## src/rtl/mem_bus_arbiter_pkg.sv

```systemverilog
// Shared types for the ibus/dbus memory arbiter: request/response
// structs, access-size codes, arbiter state encoding and a helper that
// widens an ibus fetch into a downstream dbus request.
package mem_bus_arbiter_pkg;

  typedef logic [2:0] msize_t;

  localparam msize_t MSIZE1 = 3'd0;
  localparam msize_t MSIZE2 = 3'd1;
  localparam msize_t MSIZE4 = 3'd2;
  localparam msize_t MSIZE8 = 3'd3;

  // Wide enough for the largest legal starvation limit (15)
  localparam int STARVE_CNT_W = 4;

  typedef struct packed {
    logic        valid;
    logic [31:0] addr;
  } ibus_req_t;

  typedef struct packed {
    logic        addr_ok;
    logic        data_ok;
    logic [31:0] data;
  } ibus_resp_t;

  typedef struct packed {
    logic        valid;
    logic [31:0] addr;
    msize_t      size;
    logic [7:0]  strobe;
    logic [63:0] data;
  } dbus_req_t;

  typedef struct packed {
    logic        addr_ok;
    logic        data_ok;
    logic [63:0] data;
  } dbus_resp_t;

  typedef enum logic [1:0] {
    IDLE   = 2'd0,
    BUSY_I = 2'd1,
    BUSY_D = 2'd2
  } arb_state_t;

  // A fetch is always a 4-byte read: no strobes and no write data.
  function automatic dbus_req_t ibus_to_dbus(input ibus_req_t req);
    dbus_req_t r;
    r        = '0;
    r.valid  = 1'b1;
    r.addr   = req.addr;
    r.size   = MSIZE4;
    r.strobe = 8'h00;
    r.data   = 64'h0;
    return r;
  endfunction

endpackage

```

## src/rtl/mem_bus_arbiter_if.sv

```systemverilog
// Bundle of the three request/response pairs that meet at the arbiter:
// fetch (ibus), memory stage (dbus) and the shared downstream port.
// The slave view is the arbiter itself; the master view is its environment.
interface mem_bus_arbiter_if;
  import mem_bus_arbiter_pkg::*;

  ibus_req_t  ireq;
  ibus_resp_t iresp;
  dbus_req_t  dreq;
  dbus_resp_t dresp;
  dbus_req_t  oreq;
  dbus_resp_t oresp;

  modport slave (
    input  ireq,
    input  dreq,
    input  oresp,
    output iresp,
    output dresp,
    output oreq
  );

  modport master (
    output ireq,
    output dreq,
    output oresp,
    input  iresp,
    input  dresp,
    input  oreq
  );

endinterface

```

## src/rtl/mem_bus_arbiter_arb_prio_pick.sv

```systemverilog
// Priority picker: dbus wins by default, ibus wins when it is alone or
// when the starvation counter has reached its limit.
module arb_prio_pick (
  input  logic ivalid_i,
  input  logic dvalid_i,
  input  logic starve_hit_i,
  output logic grant_i_o,
  output logic grant_d_o
);

  // At most one grant; the two outputs are mutually exclusive.
  always_comb begin
    grant_i_o = ivalid_i & (~dvalid_i | starve_hit_i);
    grant_d_o = dvalid_i & ~grant_i_o;
  end

endmodule

```

## src/rtl/mem_bus_arbiter.sv

```systemverilog
// Shares one downstream memory port between instruction fetch and the
// memory stage. The winning request is captured in lreq and is the only
// source for the downstream request until that transaction's data_ok,
// so requester changes or flushes never disturb an in-flight access.
module mem_bus_arbiter
  import mem_bus_arbiter_pkg::*;
#(
  parameter int unsigned STARVE_LIMIT = 4
) (
  input  logic                   clk,
  input  logic                   reset,
  mem_bus_arbiter_if.slave       bus
);

  localparam logic [STARVE_CNT_W-1:0] LIMIT_CNT = STARVE_CNT_W'(STARVE_LIMIT);

  arb_state_t              state_q, state_d;
  dbus_req_t               lreq_q, lreq_d;
  logic [STARVE_CNT_W-1:0] starve_q, starve_d;

  logic starve_hit;
  logic grant_i;
  logic grant_d;

  assign starve_hit = (starve_q == LIMIT_CNT);

  arb_prio_pick u_pick (
    .ivalid_i     (bus.ireq.valid),
    .dvalid_i     (bus.dreq.valid),
    .starve_hit_i (starve_hit),
    .grant_i_o    (grant_i),
    .grant_d_o    (grant_d)
  );

  // State, latched request and starvation counter; reset takes effect at once.
  always_ff @(posedge clk or negedge reset) begin
    if (!reset) begin
      state_q  <= IDLE;
      lreq_q   <= '0;
      starve_q <= '0;
    end else begin
      state_q  <= state_d;
      lreq_q   <= lreq_d;
      starve_q <= starve_d;
    end
  end

  // Arbitration in IDLE, response routing to the owner while busy.
  always_comb begin
    state_d   = state_q;
    lreq_d    = lreq_q;
    starve_d  = starve_q;
    bus.oreq  = '0;
    bus.iresp = '0;
    bus.dresp = '0;

    unique case (state_q)
      IDLE: begin
        if (grant_i) begin
          lreq_d   = ibus_to_dbus(bus.ireq);
          starve_d = '0;
          state_d  = BUSY_I;
        end else if (grant_d) begin
          lreq_d       = bus.dreq;
          lreq_d.valid = 1'b1;
          if (!bus.ireq.valid) begin
            starve_d = '0;
          end else if (!starve_hit) begin
            starve_d = starve_q + 1'b1;
          end
          state_d = BUSY_D;
        end
      end

      BUSY_I: begin
        bus.oreq          = lreq_q;
        bus.iresp.addr_ok = bus.oresp.addr_ok;
        bus.iresp.data_ok = bus.oresp.data_ok;
        bus.iresp.data    = lreq_q.addr[2] ? bus.oresp.data[63:32]
                                           : bus.oresp.data[31:0];
        if (bus.oresp.data_ok) begin
          lreq_d.valid = 1'b0;
          state_d      = IDLE;
        end
      end

      BUSY_D: begin
        bus.oreq  = lreq_q;
        bus.dresp = bus.oresp;
        if (bus.oresp.data_ok) begin
          lreq_d.valid = 1'b0;
          state_d      = IDLE;
        end
      end

      default: begin
        state_d = IDLE;
      end
    endcase
  end

endmodule
```

## src/flat_wrapper.sv

```systemverilog
// flat-port wrapper written by rule: the top's interface ports become plain ports
module mem_bus_arbiter_flat import mem_bus_arbiter_pkg::*;
#(
  parameter int unsigned STARVE_LIMIT = 4
)
  (clk, reset, bus_ireq, bus_dreq, bus_oresp, bus_iresp, bus_dresp, bus_oreq);
  mem_bus_arbiter_if bus_i ();
  input  logic clk;
  input  logic reset;
  input wire logic [$bits(bus_i.ireq)-1:0] bus_ireq;
  input wire logic [$bits(bus_i.dreq)-1:0] bus_dreq;
  input wire logic [$bits(bus_i.oresp)-1:0] bus_oresp;
  output wire logic [$bits(bus_i.iresp)-1:0] bus_iresp;
  output wire logic [$bits(bus_i.dresp)-1:0] bus_dresp;
  output wire logic [$bits(bus_i.oreq)-1:0] bus_oreq;
  assign bus_i.ireq = bus_ireq;
  assign bus_i.dreq = bus_dreq;
  assign bus_i.oresp = bus_oresp;
  assign bus_iresp = bus_i.iresp;
  assign bus_dresp = bus_i.dresp;
  assign bus_oreq = bus_i.oreq;
  mem_bus_arbiter #(.STARVE_LIMIT(STARVE_LIMIT)) u_core (.clk(clk), .reset(reset), .bus(bus_i));
endmodule
```

## config.mk

```make
export PLATFORM = sky130hd
export DESIGN_NAME = mem_bus_arbiter_flat
export DESIGN_NICKNAME = d
export VERILOG_FILES = /design/src/rtl/mem_bus_arbiter_pkg.sv /design/src/rtl/mem_bus_arbiter_if.sv /design/src/rtl/mem_bus_arbiter_arb_prio_pick.sv /design/src/rtl/mem_bus_arbiter.sv /design/src/flat_wrapper.sv
export SDC_FILE = /design/constraint.sdc
export NUM_CORES = 1
export LEC_CHECK = 0
export CAP_MARGIN = 5
export CORE_AREA = 5 5 157 159
export CTS_CLUSTER_DIAMETER = 200
export CTS_CLUSTER_SIZE = 30
export DETAILED_ROUTE_END_ITERATION = 6
export DIE_AREA = 0 0 162 164
export HOLD_SLACK_MARGIN = 0.03
export PLACE_DENSITY_LB_ADDON = 0.25
export SYNTH_ARGS = -nofsm -noshare
export SYNTH_HDL_FRONTEND = slang
export SYNTH_SLANG_ARGS = --single-unit
```

## constraint.sdc

```tcl
create_clock -name clk -period 2.9 [get_ports clk]
set_clock_uncertainty 0.05 [all_clocks]
set_input_delay 0.725 -clock clk [delete_from_list [all_inputs] [get_ports clk]]
set_output_delay 0.725 -clock clk [all_outputs]
set_load 0.005 [all_outputs]
```

==> flow_summary.yaml <==
drt:
  drc_errors: 0
  drt_iter0_markers: 243
  first_pass_iters: 4
  post_drt_wl_per_cell_um: 20.3
  num_vias: 6505
  drtAntennaViolNets: 0
  vias_per_cell: 4.73
  totalWireLength_um: 27900
clock_tree:
  ctsLongestPathBuffers: 2
  clk_latency_ns: 0.41
  hold_buffers: 0
  numCtsBuffers: 17
  clkTransAtPathRegs_ns: 0.06
  cts_tree: "done"
  cts_root_buffer: "clkbuf_16"
  cts.sinks: 114
  htree_num_levels: 4
power_and_ir_drop:
  ir_drop_v: 0.000429
  p_per_area_nw_per_um2: 898
  p_leak_uw: 0.00638
timing:
  fmax_ghz: 0.344
  slew_headroom_pct: 58.5
  hold_viol_final: 0
  grt_setup_unrepaired: "true"
  min_period_over_period_pct: 100
  worst_pin_slew_ns: 0.622
  setup_viol: 1
  worst_slack_ns: -0.00557
  final-max-slew-violation-count: 0
  timing.setup.tns_ns: -0.00557
  period_minus_slack_ns: 2.91
floorplanning:
  die_width_um: 162
  std_cell_rows: 56
  coreArea_um2: 23100
  io_pins: 417
  initial_core_util_pct: 27.8
  die_area_um2: 26600
  die-height_um: 164
synth:
  synth_nets: 879
  ys_types: 32
  synth_edf_count: 0
  synth_area_um2: 6440
  avgSynthCellArea_um2: 9.70
  synth_flop_cell: "dfrtp_1"
  synth_area_leaders: "dfrtp_1 44%, and2_1 17%, a22o_1 10%"
  synth_seq_cells: 114
  synthArstFlopShare_pct: 100
  syn_inst: 664
  ys_seq_area_share_pct: 44.3
  synth.top_cell.area_share_pct: 44.3
  synth_top_cell_by_area: "dfrtp_1"
  yosys_warnings: 0
critical_path:
  cp-start-kind: "register"
  crit_chain: "inv_2 -> ha_4 -> buf_4 -> buf_6 -> and2_1 -> clkdlybuf4s50_1"
  crit_family: "buffers and inverters"
  worstPathRequired_ns: 2.12
  endpoint_kind: "output port"
  path_buf_inv: 4
  slowest_stage: "clkdlybuf4s50_1"
  worst-endpoint-arrival_ns: 2.13
  path_max_fanout: 7
  crit_type: "register to output port"
  cpPeakStageDelay_ns: 0.51
job:
  cap_violations: 0
global_route:
  grt_overflow: 0
  grt_antenna_before_repair: 6
  gr-usage-all-layers_pct: 19.7
  grt_pass1_vias: 6560
  grt_max_degree: 67
  grt_pass1_wl_um: 40100
hold_path:
  hp-class: "primary input to asynchronous set/reset pin"
placement:
  pre_cts_ws_ns: 0.0650
  globalplace.congestion: 0.834
  hpwl_um: 20200
  numPortBuffers: 416
finish:
  drive_above_1_share_pct: 7.41
  layout_common_cells: "322 x clkdlybuf4s50_1, 172 x and2_1, 113 x dfrtp_1, 89 x dlymetal6s2s_1, 77 x a22o_1"
  final_nets: 1281
  area_growth_pct: 86.2
  utilization_pct: 51.8
  layout_commonest_cell: "clkdlybuf4s50_1"
  multi_input_area_um2: 3280
  regArea_um2: 2860
  nFillCells: 2110
outcome:
  violations: "setup timing"
  status: "complete, but fails checks"
## repair_timing
| item | 4_1_cts | 5_1_grt |
|---|---|---|
| setup endpoints to repair | 113 | 132 |
| gates resized for setup | 7 | 95 |
| buffers inserted | 2 | 1 |
| gates cloned | 1 | 5 |
| pin swaps | 0 | 1 |
## report_power, final
part	switching [µW]	internal, µW
clock network	800	1380
logic	2510	3320
registers	419	2340
total	3730	7040
## area by class of cell
cell class	count	area share, %
Clock buffer	18	3.66
Clock inverter	14	1.49
Timing Repair Buffer	449	40.3
Multi-Input combinational cell	477	27.3
Inverter	7	0.219
Antenna cell	6	0.125
Sequential cell	114	23.8
Tap cell	290	3.03
## metal layers
metal  vias up  GRT usage [%]  wire length, µm
met3        28           7.35             2400
met5         -              0                0
met4         0           7.65              580
met2       266           34.1            14300
met1      3101           22.1            10600
li1       3110              -                -
## worst paths after layout
path | slack, ns | end | startpoint | depth (start not counted)
min | 0.27 | u_core.lreq_q[105] | reset | 1
max | -0.006 | bus_oreq[0] | u_core.state_q[1] | 6
max in group asynchronous | 1.81 | u_core.lreq_q[69] | reset | 2
min reg2reg | 0.44 | u_core.lreq_q[4] | u_core.lreq_q[4] | 1
min in group clk | 0.44 | u_core.lreq_q[4] | u_core.lreq_q[4] | 1
max reg2reg | 1.16 | u_core.starve_q[3] | u_core.starve_q[0] | 5
## cells in the mapped netlist, types with 2 or more instances
cell,number
buf_6,5
mux2i_1,33
buf_4,2
a22o_1,77
clkbuf_1,33
inv_1,7
and2_1,176
nor2_1,2
nand4_1,33
nand2_1,67
buf_2,25
nor2b_1,34
ha_1,6
dfrtp_1,114
o211ai_1,33
## metrics by stage
stage | area, µm² | power, µW | instances | hold WS [ns]
after detailed placement | 11000 | 8420 | 1328 | 0.433
after global routing | 12000 | 11500 | 1375 | 0.305
after CTS | 11600 | 10800 | 1363 | 0.288
after floorplan | 6440 | 5280 | 664 | 0.379
final | 12000 | 10800 | 1375 | 0.275
after global placement | 11000 | 8390 | 1328 | 0.430
## logic make-up (layout without fill, tap and decap cells)
| group | Yosys count | count (layout) | synth area share [%] |
|---|---|---|---|
| buf+inv | 73 | 488 | 5.44 |
| fa+ha+maj | 6 | 6 | 1.17 |
| other cells | 0 | 6 | 0 |
| compound gates | 118 | 118 | 15.2 |
| mux | 34 | 34 | 5.31 |
| flops | 114 | 114 | 44.3 |
| simple gates | 319 | 319 | 28.6 |
## sequential cells by signal, indices dropped and copies added, names as in the netlist
register and count:
u_core.starve_q 4, u_core.lreq_q 108, u_core.state_q 2
Note: power is estimated with default switching activity, not from simulation.
